==> config.mk <==
export PLATFORM = sky130hd
export DESIGN_NAME = dcache_ctrl_flat
export DESIGN_NICKNAME = d
export VERILOG_FILES = /design/src/rtl/dcache_ctrl_if.sv /design/src/rtl/dcache_ctrl.sv /design/src/flat_wrapper.sv
export SDC_FILE = /design/constraint.sdc
export NUM_CORES = 1
export LEC_CHECK = 0
export CORE_AREA = 3 3 424 426
export DETAILED_ROUTE_END_ITERATION = 7
export DIE_AREA = 0 0 427 429
export GPL_TIMING_DRIVEN = 0
export PLACE_DENSITY_LB_ADDON = 0.12
export SKIP_LAST_GASP = 1
export SLEW_MARGIN = 20
export SYNTH_ARGS = -nofsm -noshare
export SYNTH_HDL_FRONTEND = slang
export SYNTH_SLANG_ARGS = --single-unit
==> constraint.sdc <==
create_clock -name clk -period 2.9 [get_ports clk]
set_input_delay 0.29 -clock clk [delete_from_list [all_inputs] [get_ports clk]]
set_output_delay 0.29 -clock clk [all_outputs]
set_load 0.05 [all_outputs]
==> src/rtl/dcache_ctrl_if.sv <==
`timescale 1ns/1ps
`default_nettype none
// ============================================================================
// Module   : dcache_ctrl_if
// Purpose  : Bundles the MEM-stage request/response signals and the external
//            single-word memory bus used by dcache_ctrl.
// Ports    : MEM stage  - ReqValid, ReqWe, Addr, WData, StallM -> RData, DCacheMiss
//            Memory bus - MemReq, MemWe, MemAddr, MemWData -> MemRData, MemAck
//            master : the cache controller's view (drives MemReq and responses)
//            slave  : the pipeline + memory view (drives requests and MemAck)
// Revision : 1.0 - initial release
// ============================================================================
interface dcache_ctrl_if;
  // MEM stage side
  logic        ReqValid;
  logic [3:0]  ReqWe;
  logic [31:0] Addr;
  logic [31:0] WData;
  logic        StallM;
  logic [31:0] RData;
  logic        DCacheMiss;
  // External memory bus
  logic        MemReq;
  logic [3:0]  MemWe;
  logic [31:0] MemAddr;
  logic [31:0] MemWData;
  logic [31:0] MemRData;
  logic        MemAck;

  modport master (
    input  ReqValid, ReqWe, Addr, WData, StallM, MemRData, MemAck,
    output RData, DCacheMiss, MemReq, MemWe, MemAddr, MemWData
  );

  modport slave (
    output ReqValid, ReqWe, Addr, WData, StallM, MemRData, MemAck,
    input  RData, DCacheMiss, MemReq, MemWe, MemAddr, MemWData
  );
endinterface
`default_nettype wire

==> src/rtl/dcache_ctrl.sv <==
`timescale 1ns/1ps
`default_nettype none
// ============================================================================
// Module   : dcache_ctrl
// Purpose  : Direct-mapped, write-through, no-write-allocate data cache
//            controller between the MEM stage and a slow single-word memory.
//            Load hits complete with zero penalty; load misses refill a whole
//            line word by word; every store is written through to memory and
//            merged into the line only when it hits.
// Ports    : clk  - clock
//            rst  - asynchronous active-high reset
//            bus  - dcache_ctrl_if.master (MEM-stage request + memory bus)
// Revision : 1.0 - initial release
// ============================================================================
module dcache_ctrl #(
  parameter int WORD_LOG = 2,   // log2 words per line
  parameter int SET_LOG  = 3    // log2 number of lines
) (
  input  logic          clk,
  input  logic          rst,
  dcache_ctrl_if.master bus
);

  localparam int c_words  = 1 << WORD_LOG;
  localparam int c_sets   = 1 << SET_LOG;
  localparam int c_idx_lo = WORD_LOG + 2;
  localparam int c_tag_lo = SET_LOG + WORD_LOG + 2;
  localparam int c_tag_w  = 32 - c_tag_lo;

  localparam logic [WORD_LOG-1:0] c_cnt_last = '1;
  localparam logic [WORD_LOG-1:0] c_cnt_one  = WORD_LOG'(1);

  localparam logic [1:0] c_idle   = 2'd0;
  localparam logic [1:0] c_refill = 2'd1;
  localparam logic [1:0] c_write  = 2'd2;
  localparam logic [1:0] c_resume = 2'd3;

  // --------------------------------------------------------------------------
  // Storage
  // --------------------------------------------------------------------------
  logic [31:0]         r_data  [c_sets][c_words];
  logic [c_tag_w-1:0]  r_tag   [c_sets];
  logic [c_sets-1:0]   r_valid;

  logic [1:0]          r_state;
  logic [1:0]          w_state_nxt;
  logic [WORD_LOG-1:0] r_cnt;

  // Request fields captured at dispatch so a flushed (changing) Addr cannot
  // redirect an in-flight refill or write merge.
  logic [SET_LOG-1:0]  r_idx;
  logic [c_tag_w-1:0]  r_fill_tag;
  logic [WORD_LOG-1:0] r_word;
  logic                r_wr_hit;

  // --------------------------------------------------------------------------
  // Address decode and hit detection
  // --------------------------------------------------------------------------
  logic [SET_LOG-1:0]  w_idx;
  logic [WORD_LOG-1:0] w_word;
  logic [c_tag_w-1:0]  w_tag;
  logic                w_hit;
  logic                w_load;
  logic                w_unused_addr;

  assign w_idx         = bus.Addr[c_tag_lo-1:c_idx_lo];
  assign w_word        = bus.Addr[c_idx_lo-1:2];
  assign w_tag         = bus.Addr[31:c_tag_lo];
  assign w_hit         = r_valid[w_idx] && (r_tag[w_idx] == w_tag);
  assign w_load        = (bus.ReqWe == 4'b0000);
  assign w_unused_addr = ^bus.Addr[1:0];

  // --------------------------------------------------------------------------
  // FSM: state register
  // --------------------------------------------------------------------------
  always_ff @(posedge clk or posedge rst) begin
    if (rst) begin
      r_state <= c_idle;
    end else begin
      r_state <= w_state_nxt;
    end
  end

  // --------------------------------------------------------------------------
  // FSM: next-state logic
  // --------------------------------------------------------------------------
  always_comb begin
    w_state_nxt = r_state;
    case (r_state)
      c_idle: begin
        if (bus.ReqValid) begin
          if (!w_load) begin
            w_state_nxt = c_write;
          end else if (!w_hit) begin
            w_state_nxt = c_refill;
          end
        end
      end
      c_refill: begin
        if (bus.MemAck && (r_cnt == c_cnt_last)) begin
          w_state_nxt = c_resume;
        end
      end
      c_write: begin
        if (bus.MemAck) begin
          w_state_nxt = c_resume;
        end
      end
      c_resume: begin
        if (!bus.StallM) begin
          w_state_nxt = c_idle;
        end
      end
      default: w_state_nxt = c_idle;
    endcase
  end

  // --------------------------------------------------------------------------
  // FSM: output / strobe logic
  // --------------------------------------------------------------------------
  logic w_miss;
  logic w_start_refill;
  logic w_start_write;
  logic w_fill_ack;
  logic w_fill_last;
  logic w_wr_ack;

  always_comb begin
    w_miss         = 1'b0;
    w_start_refill = 1'b0;
    w_start_write  = 1'b0;
    w_fill_ack     = 1'b0;
    w_wr_ack       = 1'b0;
    case (r_state)
      c_idle: begin
        if (bus.ReqValid) begin
          if (!w_load) begin
            w_start_write = 1'b1;
            w_miss        = 1'b1;
          end else if (!w_hit) begin
            w_start_refill = 1'b1;
            w_miss         = 1'b1;
          end
        end
      end
      c_refill: begin
        w_miss     = 1'b1;
        w_fill_ack = bus.MemAck;
      end
      c_write: begin
        w_miss   = 1'b1;
        w_wr_ack = bus.MemAck;
      end
      default: ;  // RESUME: request complete, MemAck ignored
    endcase
  end

  assign w_fill_last = w_fill_ack && (r_cnt == c_cnt_last);

  // The state is already IDLE under reset, but valid bits are clear, so a
  // held load would otherwise look like a miss; gate the stall off instead.
  assign bus.DCacheMiss = w_miss & ~rst;
  assign bus.RData      = r_data[w_idx][w_word];

  // --------------------------------------------------------------------------
  // Bus request registers, refill counter, valid bits
  // --------------------------------------------------------------------------
  always_ff @(posedge clk or posedge rst) begin
    if (rst) begin
      bus.MemReq   <= 1'b0;
      bus.MemWe    <= 4'b0000;
      bus.MemAddr  <= 32'h0000_0000;
      bus.MemWData <= 32'h0000_0000;
      r_cnt        <= '0;
      r_valid      <= '0;
      r_idx        <= '0;
      r_fill_tag   <= '0;
      r_word       <= '0;
      r_wr_hit     <= 1'b0;
    end else begin
      if (w_start_refill) begin
        bus.MemReq       <= 1'b1;
        bus.MemWe        <= 4'b0000;
        bus.MemAddr      <= {bus.Addr[31:c_idx_lo], {(WORD_LOG + 2){1'b0}}};
        r_cnt            <= '0;
        // Invalidate now so a partially refilled line can never hit.
        r_valid[w_idx]   <= 1'b0;
        r_idx            <= w_idx;
        r_fill_tag       <= w_tag;
      end else if (w_start_write) begin
        bus.MemReq   <= 1'b1;
        bus.MemWe    <= bus.ReqWe;
        bus.MemAddr  <= {bus.Addr[31:2], 2'b00};
        bus.MemWData <= bus.WData;
        r_idx        <= w_idx;
        r_word       <= w_word;
        r_wr_hit     <= w_hit;
      end else if (w_fill_ack) begin
        if (r_cnt == c_cnt_last) begin
          bus.MemReq     <= 1'b0;
          r_cnt          <= '0;
          r_valid[r_idx] <= 1'b1;
        end else begin
          // Back-to-back word requests: only the word field moves.
          r_cnt                        <= r_cnt + c_cnt_one;
          bus.MemAddr[c_idx_lo-1:2]    <= r_cnt + c_cnt_one;
        end
      end else if (w_wr_ack) begin
        bus.MemReq <= 1'b0;
      end
    end
  end

  // --------------------------------------------------------------------------
  // Data and tag arrays (no reset; qualified by r_valid)
  // --------------------------------------------------------------------------
  always_ff @(posedge clk) begin
    if (w_fill_ack) begin
      r_data[r_idx][r_cnt] <= bus.MemRData;
    end
    if (w_fill_last) begin
      r_tag[r_idx] <= r_fill_tag;
    end
    if (w_wr_ack && r_wr_hit) begin
      for (int b = 0; b < 4; b++) begin
        if (bus.MemWe[b]) begin
          r_data[r_idx][r_word][8*b +: 8] <= bus.MemWData[8*b +: 8];
        end
      end
    end
  end

endmodule
`default_nettype wire

==> src/flat_wrapper.sv <==
// flat-port wrapper written by rule: the top's interface ports become plain ports
module dcache_ctrl_flat 
#(
  parameter int WORD_LOG = 2,                         
  parameter int SET_LOG  = 3                           
)
  (clk, rst, bus_ReqValid, bus_ReqWe, bus_Addr, bus_WData, bus_StallM, bus_MemRData, bus_MemAck, bus_RData, bus_DCacheMiss, bus_MemReq, bus_MemWe, bus_MemAddr, bus_MemWData);
  dcache_ctrl_if bus_i ();
  input  logic clk;
  input  logic rst;
  input wire logic [$bits(bus_i.ReqValid)-1:0] bus_ReqValid;
  input wire logic [$bits(bus_i.ReqWe)-1:0] bus_ReqWe;
  input wire logic [$bits(bus_i.Addr)-1:0] bus_Addr;
  input wire logic [$bits(bus_i.WData)-1:0] bus_WData;
  input wire logic [$bits(bus_i.StallM)-1:0] bus_StallM;
  input wire logic [$bits(bus_i.MemRData)-1:0] bus_MemRData;
  input wire logic [$bits(bus_i.MemAck)-1:0] bus_MemAck;
  output wire logic [$bits(bus_i.RData)-1:0] bus_RData;
  output wire logic [$bits(bus_i.DCacheMiss)-1:0] bus_DCacheMiss;
  output wire logic [$bits(bus_i.MemReq)-1:0] bus_MemReq;
  output wire logic [$bits(bus_i.MemWe)-1:0] bus_MemWe;
  output wire logic [$bits(bus_i.MemAddr)-1:0] bus_MemAddr;
  output wire logic [$bits(bus_i.MemWData)-1:0] bus_MemWData;
  assign bus_i.ReqValid = bus_ReqValid;
  assign bus_i.ReqWe = bus_ReqWe;
  assign bus_i.Addr = bus_Addr;
  assign bus_i.WData = bus_WData;
  assign bus_i.StallM = bus_StallM;
  assign bus_i.MemRData = bus_MemRData;
  assign bus_i.MemAck = bus_MemAck;
  assign bus_RData = bus_i.RData;
  assign bus_DCacheMiss = bus_i.DCacheMiss;
  assign bus_MemReq = bus_i.MemReq;
  assign bus_MemWe = bus_i.MemWe;
  assign bus_MemAddr = bus_i.MemAddr;
  assign bus_MemWData = bus_i.MemWData;
  dcache_ctrl #(.WORD_LOG(WORD_LOG), .SET_LOG(SET_LOG)) u_core (.clk(clk), .rst(rst), .bus(bus_i));
endmodule
==> metrics.md <==
| Metric | Value |
|---|---|
| Pint | `36.4 mW` |
| Drt via density | `5.61` |
| #FFs+latches synth | `1331` |
| Post-Synth XOR/XNOR Area | `0.281%` |
| Fill count | `16069` |
| Failing checks | `negative setup slack` |
| CTS sink cnt | `1331` |
| Die ar. | `0.183 mm²` |
| Hold crit path type | `input port to register` |
| Post-DR wirelength/cell | `38.6 µm` |
| Layout cell share with drive strength beyond 1 | `33.8%` |
| Synth Area in Adders | `0.236%` |
| PD cells | `741 mW/mm²` |
| Post-DP HPWL | `165000 µm` |
| Combinational family with the most area after synthesis | `multiplexers` |
| First-pass GRT wire length | `325000 µm` |
| Total Wirelength | `249000 µm` |
| Highest clock rate | `0.275 GHz` |
| LEAKAGE | `24.2 nW` |
| Max Fanout on Critical Path | `2` |
| Core ar. | `0.176 mm²` |
| Fin crit share | `125%` |
| Slew HR | `10.3%` |
| Status | `finished with violations` |
| Drt first pass iters | `5` |
| Syn_area_per_cell | `15.9 µm²` |
| Critical Path Sink Type | `output pin` |
| Pin count of the biggest net entering global routing | `29` |
| Synth Area in Simple Gates | `5.19%` |
| Seq pwr share | `44.0%` |
| Setup TNS Final | `-150.49 ns` |
| Minimum clock period | `3.63 ns` |
| Asr flop ratio synth | `8.04%` |
| Routability cong. | `0.928` |
| Reg-to-Reg Start | `u_core.r_tag[7][19]` |
| R2R Path End | `u_core.r_fill_tag[24]` |
| Worst skew pair latency | `0.84 ns` |
| Final setup vio count | `1143` |
| Seq/Total Area, Yosys | `74.5%` |
| Final Hold Vio Count | `0` |
| Die X | `427 µm` |
| Worst hold slack | `0.0450 ns` |
| Synth Warn # | `0` |
| Nets@finish | `4095` |
| Root buffer cell | `clkbuf_16` |
| Vias in the first global route | `34411` |
| Layout area overhead | `35.5%` |
| Final Skew | `0.0510 ns` |
| Post-synthesis mux area share | `9.44%` |
| Logic pwr share | `19.9%` |
| Primary FF master, synth | `edfxtp_1` |
| Antenna-violating nets left | `0` |
| Required time of the critical path | `2.61 ns` |
| Synth Area in Compound Gates | `8.58%` |
| CP arrival | `3.34 ns` |
| Hold Path Sink | `u_core.bus.MemWData[15]` |
| Worst-margin pin slew | `1.34 ns` |
| Via count | `36179` |
| Tot GR Track Use | `26.7%` |
| Max Cap Viol | `0` |
| Total CTS buffers | `153` |
| Initial drt markers | `4700` |
| Grt total ovfl | `0` |
| Clk pwr share | `36.1%` |
| Multi-input gate area | `0.0154 mm²` |
| Clock buffer depth | `3` |
| Peak VDD IR | `695 µV` |
| DRC violation count after routing | `0` |
| Switch share | `31.5%` |
| Fin. max-slew vios | `0` |
| WHS Path Cells | `3` |
| Synth cell types | `56` |
| Synthesized area | `0.0529 mm²` |
| NetSw | `16.8 mW` |
| Num ports | `207` |
| Rows | `154` |
| Startpoint Class | `register` |
| Reg clk slew, reported paths | `0.06 ns` |
| Total Power | `53.1 mW` |
| IO Port Bufs | `198` |
| Die height | `429 µm` |
| CTS H-Tree Depth | `4` |
| Kind of critical path | `register to output pin` |
| Final worst setup slack | `-0.731 ns` |
| Number of synthesized flops with an enable pin | `1224` |
| CTS tree | `done` |
| Starting density of the core | `30.0%` |
| RSZ-0062 raised after global routing | `true` |
| Register Area | `0.0394 mm²` |
| Initial antenna violation count | `20` |
| Mapped Cells | `3326` |
| Reg-to-reg slack, setup | `-0.44 ns` |
| Hold_sp | `bus_WData[15]` |
| Worst-case reg-to-reg path depth | `15` |
-- layout by cell type, fill, tap and decap left out, types with 25 or more instances in the layout --
cell type	synthesis	final
a22o_1	44	44
nor2_1	237	70
buf_6	1	64
buf_16	0	44
mux2_2	226	193
nand2_1	274	263
dfrtp_1	107	107
a22oi_1	195	171
mux4_2	43	43
nand3_1	79	48
dlygate4sd3_1	0	28
buf_8	0	31
buf_4	10	150
clkbuf_1	129	48
edfxtp_1	1224	1224
nor2_2	0	25
clkbuf_8	0	31
nor2_4	0	142
a21oi_1	125	111
a221oi_2	0	30
o21ai_0	156	51
clkinv_1	0	38
mux2_4	0	34
o21ai_2	0	52
clkdlybuf4s50_1	0	163
buf_12	0	95
mux2i_1	147	144
clkbuf_2	0	27
o21ai_1	0	30
clkbuf_16	0	189
-- final cells by class --
type,instances,share of cell area (%)
repair buffers,508,8.63
clock buffers,192,5.62
inverters,14,0.0786
flip-flops and latches,1331,55.0
multi-input cells,1777,21.4
plain buffers,195,3.90
clock inverters,90,1.23
well taps,2340,4.09
diodes,3,0.0105
-- cells by family after synthesis --
group                    Yosys count
flip-flops                      1331
adder cells (fa/ha/maj)           10
XOR/XNOR                          17
other                              1
multiplexers                     417
AO/OA/AOI/OAI                    673
buffers and inverters            219
AND/OR/NAND/NOR                  658
-- sequential cells by signal (all words and copies together), names as in the netlist --
signal	flops
u_core.bus.MemAddr	28
u_core.r_fill_tag	25
u_core.r_idx	2
u_core.bus.MemWData	32
u_core.bus.MemReq	1
u_core.r_cnt	2
u_core.r_data	1024
u_core.r_word	2
u_core.bus.MemWe	4
u_core.r_valid	8
u_core.r_tag	200
u_core.r_state	2
u_core.r_wr_hit	1
-- critical path, cell delays in order, from the launching register on --
cell and delay, ns:
edfxtp_1 0.36, mux4_2 0.49, mux2i_2 0.22, xor2_1 0.20, nand2_1 0.16, a2111oi_4 0.31
nand4_1 0.16, buf_6 0.17, o21bai_4 0.14, buf_12 0.13, a211oi_4 0.05, buf_6 0.15
-- worst max-delay path by stage --
stage	to	from	cells past startpoint
3_5_place_dp	bus_RData[3]	bus_Addr[5]	13
6_report	bus_DCacheMiss	u_core.r_tag[7][19]	11
2_1_floorplan	bus_RData[6]	bus_Addr[6]	11
3_3_place_gp	bus_RData[27]	bus_Addr[6]	13
4_1_cts	bus_DCacheMiss	u_core.r_tag[7][23]	11
5_1_grt	bus_DCacheMiss	u_core.r_tag[4][19]	11
-- synth_stat cells (15+ instances only) --
cell,instances,share of area [%]
a21oi_1,125,1.2
dfrtp_1,107,5.1
and3_1,15,0.18
o211ai_1,18,0.26
clkbuf_1,129,0.92
nand4_1,23,0.27
mux4_2,43,1.8
a22oi_1,195,2.8
a221o_1,17,0.32
a22o_1,44,0.73
a221oi_1,58,0.96
o21ai_0,156,1.5
nor2_1,237,1.7
buf_1,27,0.19
mux2_2,226,4.8
nand3_1,79,0.75
buf_2,38,0.36
nand2_1,274,1.9
mux2i_1,147,2.8
edfxtp_1,1224,69
-- power by group through the flow --
stage	clock network, mW	registers, mW	logic, mW
finish	19.2	23.3	10.6
global placement	0	23.7	8.23
global route	20.1	23.4	10.7
detailed placement	0	23.7	8.54
floorplan	0	24.7	2.80
CTS	19.4	23.3	10.1
-- per-layer routing --
metal  GRT usage, %  wire length (µm)  part of all wire, %
met3           6.46             23400                  9.4
met1           35.6             99700                   40
met4           13.6             15100                  6.1
met5              0                83                0.033
met2           40.3            111000                   44
-- timing repair --
action                     in CTS  in global routing
setup buffers                 177                 55
hold buffers                   28                  0
cloned                         11                  4
gates resized for setup      1238                183
hold endpoints to repair       48                  0
pin swaps                     109                 79
setup endpoints to repair    2299               1353
-- per-stage QoR --
stage / instances / setup slack, ns / utilization [%] / cell area (µm²)
2_1_floorplan: 3327 / -0.0387 / - / 53200
3_3_place_gp: 5865 / -5.55 / 33.0 / 58100
3_5_place_dp: 5910 / -3.93 / 33.7 / 59400
4_1_cts: 6401 / -0.942 / 40.1 / 70500
5_1_grt: 6447 / -0.900 / 40.7 / 71700
6_report: 6450 / -0.731 / 40.7 / 71700
(Power assumes the default switching activity.)
